===== config.mk =====
export PLATFORM = sky130hd
export DESIGN_NAME = spm_serial_ctrl
export DESIGN_NICKNAME = d
export VERILOG_FILES = /design/src/rtl/spm_pkg.sv /design/src/rtl/spm_piso.sv /design/src/rtl/spm_serial_ctrl.sv
export SDC_FILE = /design/constraint.sdc
export NUM_CORES = 1
export LEC_CHECK = 0
export ABC_CLOCK_PERIOD_IN_PS = 2950
export BUFFER_PORTS_ARGS = -buffer_cell sky130_fd_sc_hd__buf_2
export CORE_MARGIN = 2
export CORE_UTILIZATION = 50
export CTS_CLUSTER_DIAMETER = 120
export DETAILED_ROUTE_END_ITERATION = 10
export PLACE_DENSITY = 0.69
export SYNTH_ARGS = -nofsm -noshare
export SYNTH_HDL_FRONTEND = slang
export SYNTH_HIERARCHICAL = 1
export SYNTH_SLANG_ARGS = --single-unit

===== constraint.sdc =====
create_clock -name clk -period 2.95 [get_ports clk]
set_clock_uncertainty 0.05 [all_clocks]
set_input_delay 0.4425 -clock clk [delete_from_list [all_inputs] [get_ports clk]]
set_output_delay 0.4425 -clock clk [all_outputs]
set_load 0.01 [all_outputs]

===== src/rtl/spm_pkg.sv =====
// Shared types and helpers for the spm serial multiplier controller.
package spm_pkg;

  typedef enum logic [1:0] {
    IDLE  = 2'd0,
    CLEAR = 2'd1,
    RUN   = 2'd2,
    DONE  = 2'd3
  } state_t;

  localparam int SPM_DEF_WIDTH = 32;

  // One RUN cycle per serial bit of the 2*w-bit product plus the spm pipeline latency.
  function automatic int run_len(input int w, input int lat);
    return 2 * w + lat;
  endfunction

endpackage


===== src/rtl/spm_piso.sv =====
// Parallel-in, serial-out arithmetic right shifter: sbit_o is the current LSB,
// and the sign bit refills from the top so it repeats once the operand is exhausted.
module spm_piso #(
  parameter int WIDTH = 32
) (
  input  logic             clk,
  input  logic             rst_ni,
  input  logic             load_i,
  input  logic             shift_i,
  input  logic [WIDTH-1:0] din_i,
  output logic             sbit_o
);

  logic [WIDTH-1:0] q_q;
  logic [WIDTH-1:0] q_d;

  // Next shift-register contents: load wins over shift.
  always_comb begin
    q_d = q_q;
    if (load_i) begin
      q_d = din_i;
    end else if (shift_i) begin
      q_d = {q_q[WIDTH-1], q_q[WIDTH-1:1]};
    end else begin
      q_d = q_q;
    end
  end

  // Shift-register state.
  always_ff @(posedge clk or negedge rst_ni) begin
    if (!rst_ni) begin
      q_q <= '0;
    end else begin
      q_q <= q_d;
    end
  end

  assign sbit_o = q_q[0];

endmodule


===== src/rtl/spm_serial_ctrl.sv =====
// Operand sequencer / product collector around the spm serial-parallel multiplier.
// Optional feature: SPM_CTRL_ZERO_BYPASS_EN (zero operand skips CLEAR/RUN).
module spm_serial_ctrl
  import spm_pkg::*;
#(
  parameter int WIDTH   = SPM_DEF_WIDTH,
  parameter int SPM_LAT = 1
) (
  input  logic               clk,
  input  logic               rst,
  input  logic               in_valid,
  output logic               in_ready,
  input  logic [WIDTH-1:0]   in_x,
  input  logic [WIDTH-1:0]   in_y,
  output logic               out_valid,
  input  logic               out_ready,
  output logic [2*WIDTH-1:0] out_p,
  output logic               spm_rst_n,
  output logic [WIDTH-1:0]   spm_x,
  output logic               spm_y,
  input  logic               spm_p
);

  localparam int PW      = 2 * WIDTH;
  localparam int RUN_LEN = run_len(WIDTH, SPM_LAT);
  localparam int CW      = $clog2(RUN_LEN + 1);

  localparam logic [CW-1:0] CNT_SHIFT_END = CW'(PW);
  localparam logic [CW-1:0] CNT_CAP_START = CW'(SPM_LAT);
  localparam logic [CW-1:0] CNT_LAST      = CW'(RUN_LEN - 1);

  state_t          state_q, state_d;
  logic [CW-1:0]   cnt_q, cnt_d;
  logic [PW-1:0]   preg_q, preg_d;
  logic [PW-1:0]   out_p_q, out_p_d;
  logic            out_valid_q, out_valid_d;
  logic            in_ready_q, in_ready_d;
  logic            spm_rst_n_q, spm_rst_n_d;
  logic [WIDTH-1:0] spm_x_q, spm_x_d;

  logic            handshake_s;
  logic            bypass_s;
  logic            y_load_s;
  logic            y_shift_s;
  logic            y_sbit_s;

  assign handshake_s = in_valid && in_ready_q;

`ifdef SPM_CTRL_ZERO_BYPASS_EN
  assign bypass_s = (in_x == '0) || (in_y == '0);
`else
  assign bypass_s = 1'b0;
`endif

  spm_piso #(
    .WIDTH (WIDTH)
  ) u_y_piso (
    .clk     (clk),
    .rst_ni  (rst),
    .load_i  (y_load_s),
    .shift_i (y_shift_s),
    .din_i   (in_y),
    .sbit_o  (y_sbit_s)
  );

  // Next-state and next-output logic for the sequencer.
  always_comb begin
    state_d     = state_q;
    cnt_d       = cnt_q;
    preg_d      = preg_q;
    out_p_d     = out_p_q;
    out_valid_d = out_valid_q;
    spm_x_d     = spm_x_q;
    y_load_s    = 1'b0;
    y_shift_s   = 1'b0;

    case (state_q)
      IDLE: begin
        if (handshake_s && bypass_s) begin
          out_p_d     = '0;
          out_valid_d = 1'b1;
          state_d     = DONE;
        end else if (handshake_s) begin
          spm_x_d  = in_x;
          y_load_s = 1'b1;
          state_d  = CLEAR;
        end else begin
          state_d = IDLE;
        end
      end
      CLEAR: begin
        cnt_d   = '0;
        state_d = RUN;
      end
      RUN: begin
        cnt_d = cnt_q + CW'(1);
        if (cnt_q < CNT_SHIFT_END) begin
          y_shift_s = 1'b1;
        end else begin
          y_shift_s = 1'b0;
        end
        // spm_p lags spm_y by SPM_LAT, so bit k arrives at cnt = k + SPM_LAT.
        if (cnt_q >= CNT_CAP_START) begin
          preg_d = {spm_p, preg_q[PW-1:1]};
        end else begin
          preg_d = preg_q;
        end
        if (cnt_q == CNT_LAST) begin
          out_p_d     = preg_d;
          out_valid_d = 1'b1;
          state_d     = DONE;
        end else begin
          state_d = RUN;
        end
      end
      DONE: begin
        if (out_ready) begin
          out_valid_d = 1'b0;
          state_d     = IDLE;
        end else begin
          state_d = DONE;
        end
      end
      default: begin
        out_valid_d = 1'b0;
        state_d     = IDLE;
      end
    endcase

    in_ready_d  = (state_d == IDLE);
    spm_rst_n_d = (state_d != CLEAR);
  end

  // Sequencer state and registered outputs.
  always_ff @(posedge clk or negedge rst) begin
    if (!rst) begin
      state_q     <= IDLE;
      cnt_q       <= '0;
      preg_q      <= '0;
      out_p_q     <= '0;
      out_valid_q <= 1'b0;
      in_ready_q  <= 1'b0;
      spm_rst_n_q <= 1'b0;
      spm_x_q     <= '0;
    end else begin
      state_q     <= state_d;
      cnt_q       <= cnt_d;
      preg_q      <= preg_d;
      out_p_q     <= out_p_d;
      out_valid_q <= out_valid_d;
      in_ready_q  <= in_ready_d;
      spm_rst_n_q <= spm_rst_n_d;
      spm_x_q     <= spm_x_d;
    end
  end

  assign in_ready  = in_ready_q;
  assign out_valid = out_valid_q;
  assign out_p     = out_p_q;
  assign spm_rst_n = spm_rst_n_q;
  assign spm_x     = spm_x_q;
  assign spm_y     = y_sbit_s;

endmodule

; ---- After elaboration in Yosys (flattened, before gate mapping)
; Cells that the tools add are included.
[classes]
addsub = 1
order_cmp = 2
eq_ne = 7
muxes = 15
reduce_logical = 9
[op_table]
columns = cell, n
row1 = $mux 64, 1
row2 = $mux 32, 1
row3 = $mux 31, 1
row4 = $pmux 7 s2, 1
row5 = $mux 1, 8
row6 = $pmux 2 s4, 1
row7 = $add 7x1->7 const B, 1
row8 = $eq 7x7->1 const B, 1
row9 = $ge 7x1->1 const B, 1
row10 = $lt 7x7->1 const B, 1
row11 = $reduce_bool 2->1, 3
row12 = $eq 2x2->1 const B, 2
row13 = $logic_not 2->1, 2
row14 = $ne 2x2->1 const B, 2
row15 = $reduce_and 2->1, 2
row16 = $reduce_and 3->1, 1
row17 = $eq 2x1->1 const B, 1
row18 = $mux 2, 1
row19 = $ne 2x1->1 const B, 1
row20 = $pmux 1 s2, 1
row21 = $logic_and 1x1->1, 1
[totals]
regBits = 204
in_bits = 69
out_inout_bits = 100
word_cells = 44

; ---- Longest topological paths before layout
[logic_depth]
word_depth = 5
ltp_mapped = 9
mapped_depth_nobuf = 6

; ---- By module
; The synthesis kept the hierarchy.
[by_module_without_submodules]
columns = module, n_inst, cells_per_inst, area_each_um2, seq_area_each_um2
row1 = spm_serial_ctrl, 1, 561, 7518.5, 4304.1
row2 = spm_piso, 1, 137, 1503.9, 800.8

; ---- Least setup slack after synthesis
; OpenSTA, ideal clock, no wires.
[synth_path]
path_kind = reg2reg
start = register cnt_q[1]
end = register preg_q[10]
setup_ns = 0.125
arrival_ns = 2.113
t_required_ns = 2.775
slack_ns = 0.662
path_stages_with_launch = 8
path_buffers = 2
synth_period_minus_slack_ns = 2.288
path_cell_list = dfrtp_1 -> inv_1 -> ha_1 -> or4_1 -> clkbuf_1 -> o21ai_4 -> buf_8 -> mux2_4
[synth_between]
elab_chain_len = 2
[synth_rtl]
columns = item, line_no
row1 = "start, declared", spm_serial_ctrl.sv:33  ; logic [CW-1:0] cnt_q, cnt_d;
row2 = "start signal, assigned", spm_serial_ctrl.sv:147  ; cnt_q <= cnt_d;
row3 = $ge 7x1->1, spm_serial_ctrl.sv:103  ; if (cnt_q >= CNT_CAP_START) begin
row4 = $mux 64, spm_serial_ctrl.sv:103
row5 = "end signal, assigned", spm_serial_ctrl.sv:148  ; preg_q <= preg_d;
row6 = "end, declared", spm_serial_ctrl.sv:34  ; logic [PW-1:0] preg_q, preg_d;
; No other way between the ends.
; A chain may end at the register's enable or synchronous reset.

; ---- Final worst setup path
[layout_path]
start = register cnt_q[1]
end = register preg_q[2]
; The elaborated chain is that of the path after synthesis.

==> metrics.yaml <==
drc: 0
grt_max_degree: 109
clkPwrFrac_pct: 29.4
grt-ovfl-total: 0
yosysTopAreaCell: "dfrtp_1"
post_cts_buffers: 0
setup_viol: 0
die_x_um: 138
finalHoldViolCount: 0
grt_pass1_vias: 6298
clockRootBuffer: "clkbuf_16"
ant_nets: 0
worst_ep_required_time_ps: 3280
cts_max_path_buffers: 3
cts-resized-gates: 0
ys_seq_area_share_pct: 56.6
grt_pass1_wl_um: 31100
dr.pass1.iters: 4
dpl.hpwl_um: 12000
yosys-top-cells-area: "dfrtp_1, mux2i_1, mux2_4"
path_class: "register to register"
startpoint_type: "register"
yosys_most_used_dff: "dfrtp_1"
fp.dieH_um: 138
num_vias: 5929
drive_gt1_share_pct: 37.0
diodes: 0
drt_iter0_drc: 258
regArea_um2: 5100
coreArea_um2: 17800
synth_warnings: 6
post-route-period-util_pct: 85.5
antenna_found_initial: 0
placed_area_um2: 10000
synth_cells: 698
combPwrFrac_pct: 32.7
power_frac_seq_pct: 37.9
syn_to_final_growth_pct: 19.8
synth_common_cells: "dfrtp_1, a21oi_1, mux2i_1"
hp-class: "input port to asynchronous set/reset pin"
clock_latency_ps: 490
fill_cells: 1430
ff2ff_path_depth: 6
ys_types: 36
io_buffers: 168
p_per_area_nw_per_um2: 907
cts_hold_buf: 0
syn-mean-instance-area_um2: 12.9
avgViaCountPerCell: 5.39
p_int_w: 0.00675
synth_nets: 774
wirelength_um: 18300
cts.sinks: 204
initial_core_util_pct: 50.6
slew_headroom_pct: 44.0
clkSlewWorstSetupHoldPaths_ps: 60
post_drt_wl_per_cell_um: 16.6
final.min_clock_period_ps: 2520
outcome: "completed"
htreeDepth: 1
routabilityCongestion: 0.833
p_sw_share_pct: 31.2
fmax_mhz: 396
tritoncts: "yes"
worstSetupEndpointType: "register"
cts_buffers: 23
finalInstanceArea_um2: 10800
die_area_um2: 19100
switchingPower_w: 0.00306
synth_edf_count: 0
synth-seq-cells: 204
nNetsFinal: 929
yosysTopAreaCellShare_pct: 56.6
netlist_area_um2: 9020
async_flop_share_pct: 100
vdd_ir_drop_max_mv: 0.753
rsz0062_at_grt: "false"
crit_arrival_ps: 2850
drv_slew: 0
maxCapViolCount: 0
ios: 169
multiInputGateArea_um2: 3580
tightest_slew_ps: 840
timing.setup.tns_ps: 0
power_leakage_nw: 5.61
synth_most_common_cell: "dfrtp_1"
grt_usage_pct: 19.1
rows: 49
path_max_fanout: 64
## flip-flops by register name, summed over array words and instances (netlist names)
register      cells
preg_q           64
u_y_piso/q_q     32
spm_rst_n         1
cnt_q             7
out_p            64
spm_x            32
in_ready          1
out_valid         1
state_q           2
## power groups by stage
stage	registers [W]	logic, W	clock network (W)
final	0.00372	0.00320	0.00288
after global routing	0.00380	0.00346	0.00306
after CTS	0.00372	0.00324	0.00295
after detailed placement	0.00377	0.00323	0
after global placement	0.00373	0.00313	0
after floorplan	0.00381	0.00255	0
## worst paths after layout
check / slack (ps) / end / start
setup / recovery: 430 / preg_q[2] / cnt_q[1]
max in group asynchronous: 1980 / preg_q[8] / rst
hold / removal: 20 / spm_x[27] / rst
hold reg to reg: 450 / spm_x[1] / spm_x[1]
min in group clk: 100 / out_valid / out_ready
setup reg to reg: 430 / preg_q[2] / cnt_q[1]
## cells by family (layout without fill, tap and decap cells)
| kind of cell | after synthesis | count (layout) | synth area share, % |
|---|---|---|---|
| buffers and inverters | 59 | 231 | 4.10 |
| XOR/XNOR | 1 | 1 | 0.0971 |
| adder cells (fa/ha/maj) | 7 | 7 | 0.971 |
| multiplexers | 193 | 193 | 25.3 |
| AND/OR/NAND/NOR | 59 | 59 | 2.94 |
| flip-flops | 204 | 204 | 56.6 |
| AO/OA/AOI/OAI | 175 | 175 | 10.1 |
## per-stage QoR
step / util (%) / hold WS [ps] / instances / worst slack [ps] / power [W]
6_report: 60.6 / 18.3 / 1099 / 427 / 0.00980
3_5_place_dp: 56.2 / 438 / 1057 / 449 / 0.00700
2_1_floorplan: - / 96.9 / 698 / 662 / 0.00636
4_1_cts: 60.6 / 45.7 / 1099 / 425 / 0.00992
3_3_place_gp: 56.2 / 433 / 1057 / 530 / 0.00686
5_1_grt: 60.6 / 81.8 / 1099 / 342 / 0.0103
## layer usage
layer | part of all wire (%) | vias up | track usage, %
li1 | - | 2782 | -
met1 | 42 | 3004 | 24.0
met2 | 53 | 114 | 34.9
met3 | 3.3 | 29 | 2.46
met4 | 1.8 | 0 | 5.42
met5 | 0 | - | 0
## cell type report
class | count | share of cell area (%)
well taps | 229 | 2.65
flip-flops and latches | 204 | 47.2
clock inverters | 6 | 0.776
multi-input cells | 435 | 33.1
repair buffers | 181 | 9.46
inverters | 8 | 0.278
clock buffers | 36 | 6.52
## critical path, cell delays in order (launching register included)
cell and delay [ps]:
dfrtp_1 420, inv_1 100, ha_1 220, or4_1 590
o21ai_4 190, buf_12 410, mux2_2 400
## cells in the final DEF (no fill, tap or decap), types with 2 or more instances in the layout
cell       instances
a21oi_1          131
a31oi_1            3
buf_12             6
buf_2            167
buf_4              7
bufinv_16          2
clkbuf_1           5
clkbuf_16         23
clkbuf_8           9
clkinv_2           3
dfrtp_1          204
ha_1               7
inv_1              8
mux2_2            37
mux2_4            60
mux2i_1           96
nand2_1           37
nand2b_1           2
nand3_1            3
nor2_1             3
nor2_4             2
nor4_2             2
o21ai_0            6
o21ai_1           29
or4_1              3
Note: power is estimated with default switching activity, not from simulation.
